**src/rtl/avoid_motor_drive.sv**
```systemverilog
// Dual H-bridge PWM driver for the obstacle-avoidance path: per-wheel duty ramping
// with a coast dead-time on every direction reversal.
module avoid_motor_drive #(
    parameter int CLK_FREQ     = 50000000,
    parameter int PWM_FREQ     = 1000,
    parameter int DUTY_FWD     = 70,
    parameter int DUTY_TURN    = 50,
    parameter int RAMP_STEP    = 5,
    parameter int DEAD_PERIODS = 20
) (
    input  logic       clk,
    input  logic       nCR,
    input  logic       enable,
    input  logic [1:0] AvoidSignal,
    output logic [1:0] motor_l,
    output logic [1:0] motor_r,
    output logic       moving
);
    localparam int PERIOD = CLK_FREQ / PWM_FREQ;
    localparam int UNIT   = PERIOD / 100;
    localparam int TH_W   = $clog2(PERIOD + 1);
    localparam int DEAD_W = (DEAD_PERIODS < 1) ? 1 : $clog2(DEAD_PERIODS + 1);

    typedef enum logic [1:0] {IDLE, RUN, DOWN, DEAD} state_t;

    logic [TH_W-1:0]   cnt_q, cnt_d;
    state_t            state_q [2];
    state_t            state_d [2];
    logic [6:0]        duty_q  [2];
    logic [6:0]        duty_d  [2];
    logic              dir_q   [2];
    logic              dir_d   [2];
    logic [DEAD_W-1:0] dead_q  [2];
    logic [DEAD_W-1:0] dead_d  [2];
    logic [1:0]        motor_q [2];
    logic [1:0]        motor_d [2];
    logic              moving_q, moving_d;

    logic              boundary;
    logic [6:0]        tgt_duty;
    logic              tgt_dir [2];
    logic [TH_W-1:0]   thr     [2];
    logic              pwm     [2];

    function automatic logic [6:0] ramp_toward(input logic [6:0] cur, input logic [6:0] tgt);
        logic [7:0] up;
        up = {1'b0, cur} + 8'(RAMP_STEP);
        if (cur < tgt)
            return (up >= {1'b0, tgt}) ? tgt : up[6:0];
        else if ((cur - tgt) <= 7'(RAMP_STEP))
            return tgt;
        else
            return cur - 7'(RAMP_STEP);
    endfunction

    function automatic logic [6:0] step_down(input logic [6:0] cur);
        return (cur <= 7'(RAMP_STEP)) ? 7'd0 : cur - 7'(RAMP_STEP);
    endfunction

    // Disabled: aim for zero in the current direction so no reversal is triggered.
    always_comb begin
        tgt_duty   = (AvoidSignal == 2'b00) ? 7'(DUTY_FWD) : 7'(DUTY_TURN);
        tgt_dir[0] = AvoidSignal[0];
        tgt_dir[1] = AvoidSignal[1];
        if (!enable) begin
            tgt_duty   = 7'd0;
            tgt_dir[0] = dir_q[0];
            tgt_dir[1] = dir_q[1];
        end
    end

    always_comb begin
        boundary = (cnt_q == TH_W'(PERIOD - 1));
        cnt_d    = boundary ? '0 : cnt_q + TH_W'(1);
        moving_d = (duty_q[0] != 7'd0) || (duty_q[1] != 7'd0);
        for (int w = 0; w < 2; w++) begin
            state_d[w] = state_q[w];
            duty_d[w]  = duty_q[w];
            dir_d[w]   = dir_q[w];
            dead_d[w]  = dead_q[w];
            thr[w]     = TH_W'(32'(duty_q[w]) * UNIT);
            pwm[w]     = (cnt_q < thr[w]);
            motor_d[w] = 2'b00;
            if ((state_q[w] == RUN || state_q[w] == DOWN) && pwm[w])
                motor_d[w] = dir_q[w] ? 2'b01 : 2'b10;

            if (boundary) begin
                unique case (state_q[w])
                    IDLE: begin
                        if (tgt_duty != 7'd0) begin
                            dir_d[w]   = tgt_dir[w];
                            duty_d[w]  = ramp_toward(7'd0, tgt_duty);
                            state_d[w] = RUN;
                        end
                    end
                    RUN, DOWN: begin
                        // Same direction (also a revert while slowing down): ramp to target.
                        if (tgt_dir[w] == dir_q[w]) begin
                            duty_d[w]  = ramp_toward(duty_q[w], tgt_duty);
                            state_d[w] = (duty_d[w] == 7'd0) ? IDLE : RUN;
                        end else begin
                            duty_d[w] = step_down(duty_q[w]);
                            if (duty_d[w] == 7'd0) begin
                                state_d[w] = DEAD;
                                dead_d[w]  = DEAD_W'(DEAD_PERIODS);
                            end else begin
                                state_d[w] = DOWN;
                            end
                        end
                    end
                    DEAD: begin
                        if (dead_q[w] <= DEAD_W'(1)) begin
                            dead_d[w] = '0;
                            dir_d[w]  = tgt_dir[w];
                            if (tgt_duty != 7'd0) begin
                                duty_d[w]  = ramp_toward(7'd0, tgt_duty);
                                state_d[w] = RUN;
                            end else begin
                                state_d[w] = IDLE;
                            end
                        end else begin
                            dead_d[w] = dead_q[w] - DEAD_W'(1);
                        end
                    end
                    default: state_d[w] = IDLE;
                endcase
            end
        end
    end

    always_ff @(posedge clk or negedge nCR) begin
        if (!nCR) begin
            cnt_q    <= '0;
            moving_q <= 1'b0;
            for (int w = 0; w < 2; w++) begin
                state_q[w] <= IDLE;
                duty_q[w]  <= 7'd0;
                dir_q[w]   <= 1'b0;
                dead_q[w]  <= '0;
                motor_q[w] <= 2'b00;
            end
        end else begin
            cnt_q    <= cnt_d;
            moving_q <= moving_d;
            for (int w = 0; w < 2; w++) begin
                state_q[w] <= state_d[w];
                duty_q[w]  <= duty_d[w];
                dir_q[w]   <= dir_d[w];
                dead_q[w]  <= dead_d[w];
                motor_q[w] <= motor_d[w];
            end
        end
    end

    assign motor_l = motor_q[0];
    assign motor_r = motor_q[1];
    assign moving  = moving_q;

endmodule

```
**config.mk**
```make
export PLATFORM = sky130hd
export DESIGN_NAME = avoid_motor_drive
export DESIGN_NICKNAME = d
export VERILOG_FILES = /design/src/rtl/avoid_motor_drive.sv
export SDC_FILE = /design/constraint.sdc
export NUM_CORES = 1
export LEC_CHECK = 0
export ABC_AREA = 1
export CORE_MARGIN = 4
export CORE_UTILIZATION = 26
export CTS_CLUSTER_SIZE = 28
export DETAILED_ROUTE_END_ITERATION = 8
export DONT_BUFFER_PORTS = 1
export HOLD_SLACK_MARGIN = 0.08
export PLACE_DENSITY = 0.53
export REMOVE_ABC_BUFFERS = 1
export SYNTH_ARGS = -nofsm -noshare
export SYNTH_HDL_FRONTEND = slang
export SYNTH_SLANG_ARGS = --single-unit
```
**constraint.sdc**
```tcl
create_clock -name clk -period 4.8 [get_ports clk]
set_input_delay 0.48 -clock clk [delete_from_list [all_inputs] [get_ports clk]]
set_output_delay 0.48 -clock clk [all_outputs]
set_load 0.01 [all_outputs]
```
* Yosys cells after proc, flatten, opt, wreduce, memory -nomap -nowiden
Index checks and enable logic that the tools add are counted.
Storage, ports and cells: input port bits 5, output and inout port bits 5, bits in registers 51, word-level logic and storage cells 144
Cells by class: reductions and logical operators 29, $add $sub $neg 10, order comparisons 15, $mul 2, muxes and demuxes 59, equal/unequal tests 17
Operators by type and width (count):
- 7-bit 2-to-1 mux | 25
- 7-bit one-hot mux with 3 select lines | 2
- 7-bit by 3-bit less-or-equal comparator with 1-bit output (second input constant) | 5
- 16-bit < comparator | 2
- 5-bit 2-to-1 mux | 6
- 7-bit logical NOT | 4
- 7-bit by 7-bit multiplier with 14-bit output (second input constant) | 2
- 7-bit nonzero test | 3
- 2-bit 2-to-1 mux | 10
- 5-bit one-hot mux with 2 select lines | 2
- 16-bit by 1-bit adder with 16-bit output (second input constant) | 1
- 7-bit by 3-bit adder with 8-bit output (second input constant) | 2
- 16-bit equality test (second input constant) | 1
- 8-bit by 7-bit >= comparator with 1-bit output | 2
- 16-bit 2-to-1 mux | 1
- 2-bit != test (second input constant) | 8
- 4-bit AND reduction | 4
- 7-bit < comparator | 2
- 7-bit by 3-bit subtractor with 7-bit output (second input constant) | 2
- 7-bit subtractor | 2
- 2-bit one-hot mux with 3 select lines | 2
- 5-bit by 1-bit less-or-equal comparator with 1-bit output (second input constant) | 2
- 5-bit by 1-bit subtractor with 5-bit output (second input constant) | 2
- 1-bit 2-to-1 mux | 9
- other kinds (14) | 31

* Longest topological paths before layout
word-level depth 14, mapped depth 22, mapped depth without buffers 22

* Worst setup path before layout
No wires, ideal clock.
path kind flip-flop to flip-flop, from register duty_q[9] in the netlist's numbering, to register motor_q, in the netlist motor_l[0], library setup time 0.072 ns, arrival time 4.607 ns, cell stages (with the launch flop) 21, buffers on the path 0, setup slack 0.121 ns, data required time 4.728 ns, period minus slack after synthesis 4.679 ns, cells stage by stage dfrtp_1 -> fa_1 -> fa_1 -> inv_1 -> fa_1 -> fa_1 -> inv_1 -> ha_1 -> a21oi_1 -> o21ai_0 -> nand2_1 -> o211ai_1 -> a21o_1 -> a21oi_1 -> xnor2_1 -> ha_1 -> nand2_1 -> nand3b_1 -> a31oi_1 -> o211ai_1 -> nor2_1
RTL lines:
- start: declaration | line 29 | logic [6:0] duty_q [2];
- start signal: indexed assignment | line 147 | duty_q[w] <= duty_d[w];
- end signal: indexed assignment | line 150 | motor_q[w] <= motor_d[w];
- end: declaration | line 35 | logic [1:0] motor_q [2];

==> out/metrics.sh <==
RUN_STATUS='finished, final reports clean'
DESIGN.PORTCOUNT=10
NETSWITCHINGPOWER_mW=0.740
DR_WL_MET3_UM=655
LAYOUT-DRIVE-GT1-SHARE=0.131
GRT_PASS1_VIAS=6557
SETUP.WORST_PATH.CLASS='reg2reg'
WORSTREG2REGEND='motor_l[1]'
HTREE_DEPTH=2
SETUP_REPAIR_AFTER_GLOBAL_ROUTING_MISSED_ITS_MARGIN='yes'
ROUTABILITYCONGESTION=0.884
HOLDCRITPATHCLASS='in2reg'
TIMING.FINAL.CRIT_PERIOD_NS=4.57
PLACEMENT_ROW_COUNT=62
TIMING.CRITICAL_PATH.TO_TYPE='flop'
SYNTH_SIMPLE_GATE_AREA_SHARE=0.229
TOP_SIGNAL_LAYER_USED='met4'
WIRE_PER_INST_UM=14.2
SYN_INST=970
POST-ROUTE-DRC-COUNT=0
CTS.REPORTEDPATHS.CLKPINSLEW_NS=0.08
CP-STARTPOINT='duty_q[8]'
PORT_BUFFERS=0
R2R-START='duty_q[8]'
RELSLEWSLACK=0.292
POWER_DENSITY_nW_PER_UM2=205
FINALMAXSLEWVIOLATIONS=0
DRT_PASS1_ITERATIONS=5
ROUTED-WL-MET2_UM=9270
FIN_SKEW_NS=0.0101
TOTALWIRELENGTH_UM=19900
POWER_SWITCHING_SHARE=0.414
CTS-BUFFERS-INSERTED=5
LEAKAGEPOWER_nW=4.26
YOSYS_WARNINGS=0
FINALSETUPVIOLCOUNT=0
MOSTFREQUENTLAYOUTCELLS='sky130_fd_sc_hd__nand2_1, sky130_fd_sc_hd__ha_1, sky130_fd_sc_hd__inv_1, sky130_fd_sc_hd__nor2_1, sky130_fd_sc_hd__nand3_1'
DETAIL_ROUTE.ITER0.VIOLATIONS=399
DIE_W_UM=180
SYNTH-SEQ-AREA-SHARE=0.167
CTS.ROOT.BUFFER_CELL='sky130_fd_sc_hd__clkbuf_16'
ANTENNA_LEFT=0
FINISH.NET_COUNT=1208
YOSYS_REGISTER_BITS=51
SEQ_POWER_SHARE=0.244
INITIAL_CORE_UTIL=0.265
YOSYS.CELL_TYPES.COUNT=46
PLACE.DETAILED.HPWL_UM=16200
CRIT_FANOUT=5
FIN_CRIT_SH=0.952
POST-LAYOUT-TOTAL-POWER_mW=1.79
FINAL_COMMON_CELL='sky130_fd_sc_hd__nand2_1'
MAIN_COMBINATIONAL_CELL_FAMILY_BY_AREA_AFTER_SYNTHESIS='adder cells'
HOLD_VIOL=0
NUM-FILL-CELLS=3114
AVGSYNTHCELLAREA_UM2=7.90
DIE_H_UM=180
SYNTH-COMPOUND-AREA-SHARE=0.118
CELLINTERNALPOWER_mW=1.05
SYN2LAYOUT_AREA_GROWTH_PCT=14.1
TRITONCTS='built'
CLOCK_NETWORK_LATENCY_TO_THE_LATER_PIN_OF_THE_WORST_SKEW_PAIR_NS=0.31
NUMPLACEDINSTANCES=1378
SYNTH_FA_HA_AREA_FRAC=0.348
WORSTPATHARRIVAL_NS=4.80
ANTENNA_CELLS_INSERTED=0
CRIT_PATH_END='motor_l[1]'
CLKPWRFRAC=0.217
YOSYS.AREA_SHARE.XOR_XNOR=0.0549
CORE_AREA_UM2=28900
SYN_AREA_UM2=7660
R2R_SETUP_SLK_NS=0.23
CLOCK_PATH_BUFFERS=2
ROUTEDLENGTHMET1_UM=9620
MAX-VDD-IR-DROP_mV=0.148
TIMING.REG2REG.WORST_PATH_DEPTH=21
ROUTE.VIAS.TOTAL=6430
DRT-VIAS-PER-INSTANCE=4.60
TIMING.CRITICAL_PATH.FROM_TYPE='flop'
MAX_FREQ_MHz=219
DIE-AREA_UM2=32300
GRT_PASS1_WL_UM=33500
GRT.OVERFLOW.TOTAL=0
POWER_FRAC_COMB=0.539
TIMING.MAX_CAP.VIOLATIONS=0
CTS_SINK_CNT=51
WORST-SLEW-PIN-TRANSITION_NS=1.06
INSTANCES_NO_FILL=1398
GRT_MAX_DEGREE=52
GRT_ANTENNA_BEFORE_REPAIR=0
WORSTPATHREQUIRED_NS=5.03
GR-USAGE-ALL-LAYERS=0.124
POST_SYNTH_MUX_AREA_SHARE=0.00261
cell usage after synthesis (all sizes together):
master	instances	area (um^2)
a211oi	1	7.51
a21o	6	45.0
a21oi	58	317
a22oi	13	97.6
a31oi	11	68.8
a32o	2	20.0
and2	3	21.3
and3	3	18.8
buf	6	38.8
dfrtp	51	1280
fa	38	761
ha	152	1900
inv	155	582
mux2i	2	20.0
nand2	179	764
nand3	68	375
nand3b	2	15.0
nand4	13	87.6
nor2	82	340
nor3	14	90.1
nor3b	1	7.51
nor4	2	25.0
o211ai	6	45.0
o21a	2	15.0
o21ai	42	221
o221ai	4	35.0
o31a	1	8.76
o31ai	3	22.5
or2	2	12.5
xnor2	19	166
xor2	29	254
critical path, stage by stage (launching register included):
cell,delay (ns)
sky130_fd_sc_hd__dfrtp_1,0.40
sky130_fd_sc_hd__buf_4,0.17
sky130_fd_sc_hd__fa_1,0.53
sky130_fd_sc_hd__inv_1,0.05
sky130_fd_sc_hd__fa_1,0.50
sky130_fd_sc_hd__inv_1,0.05
sky130_fd_sc_hd__fa_1,0.45
sky130_fd_sc_hd__ha_1,0.36
sky130_fd_sc_hd__ha_4,0.30
sky130_fd_sc_hd__inv_1,0.08
sky130_fd_sc_hd__nor3_2,0.17
sky130_fd_sc_hd__nand2_1,0.07
sky130_fd_sc_hd__o211ai_1,0.12
sky130_fd_sc_hd__a21o_1,0.15
sky130_fd_sc_hd__a21oi_1,0.07
sky130_fd_sc_hd__xnor2_1,0.13
sky130_fd_sc_hd__ha_1,0.35
sky130_fd_sc_hd__nand2_1,0.07
sky130_fd_sc_hd__nand3b_1,0.07
sky130_fd_sc_hd__a31oi_1,0.15
sky130_fd_sc_hd__o211ai_1,0.13
sky130_fd_sc_hd__nor2_1,0.12
worst min path at each step:
stage               startpoint         to  slack, ns  cells after the start
global placement           nCR  dead_q[3]       0.19                      0
CTS                     enable   dir_q[0]       0.39                      2
global route            enable   dir_q[1]       0.42                      2
floorplan                  nCR   cnt_q[0]       0.18                      0
finish                  enable   dir_q[0]       0.41                      2
detailed placement         nCR  dead_q[3]       0.19                      0
power by group through the flow:
stage,Clock (mW),Combinational [mW],Sequential (mW)
2_1_floorplan,0,0.661,0.450
3_3_place_gp,0,0.852,0.445
3_5_place_dp,0,0.855,0.445
4_1_cts,0.404,0.877,0.436
5_1_grt,0.420,1.12,0.437
6_report,0.388,0.965,0.437
registers in the layout, summed over array words and instances (netlist names):
name	cells
motor_r	2
dead_q	10
dir_q	2
moving	1
cnt_q	16
duty_q	14
state_q	4
motor_l	2
per-layer routing:
layer | vias to the layer above | track usage
met1 | 3002 | 0.175
met5 | - | 0
met4 | 0 | 0.0229
met2 | 95 | 0.208
met3 | 25 | 0.0125
li1 | 3308 | -
what timing repair did:
item | in CTS | in global routing
hold buffers | 2 | 0
endpoints found under the hold margin | 51 | 0
setup buffers | 0 | 10
resized for setup | 0 | 26
endpoints found under the setup margin | 0 | 4
cell families (layout without fill, tap and decap cells):
family | Yosys count | after routing
buffers and inverters | 161 | 205
flip-flops | 51 | 51
adder cells (fa/ha/maj) | 190 | 190
XOR/XNOR | 48 | 48
multiplexers | 2 | 2
AO/OA/AOI/OAI | 149 | 149
AND/OR/NAND/NOR | 369 | 369
metrics by stage:
stage	cell area (um^2)	setup TNS (ns)	worst slack, ns	hold slack, ns	utilization
2_1_floorplan	7620	0	0.116	0.184	-
3_3_place_gp	8330	0	0.123	0.186	0.289
3_5_place_dp	8330	0	0.0375	0.186	0.289
4_1_cts	8520	0	0.00664	0.395	0.295
5_1_grt	8740	-0.0170	-0.0141	0.424	0.303
6_report	8740	0	0.231	0.407	0.303
cell type report:
class	instances	area [um^2]	area share
Multi-Input combinational cell	758	5900	0.675
Sequential cell	51	1280	0.146
Inverter	155	588	0.0673
Tap cell	384	480	0.0550
Timing Repair Buffer	42	345	0.0395
Clock buffer	5	125	0.0143
Clock inverter	3	26.3	0.00301
Power figures use the tool's default switching activity.
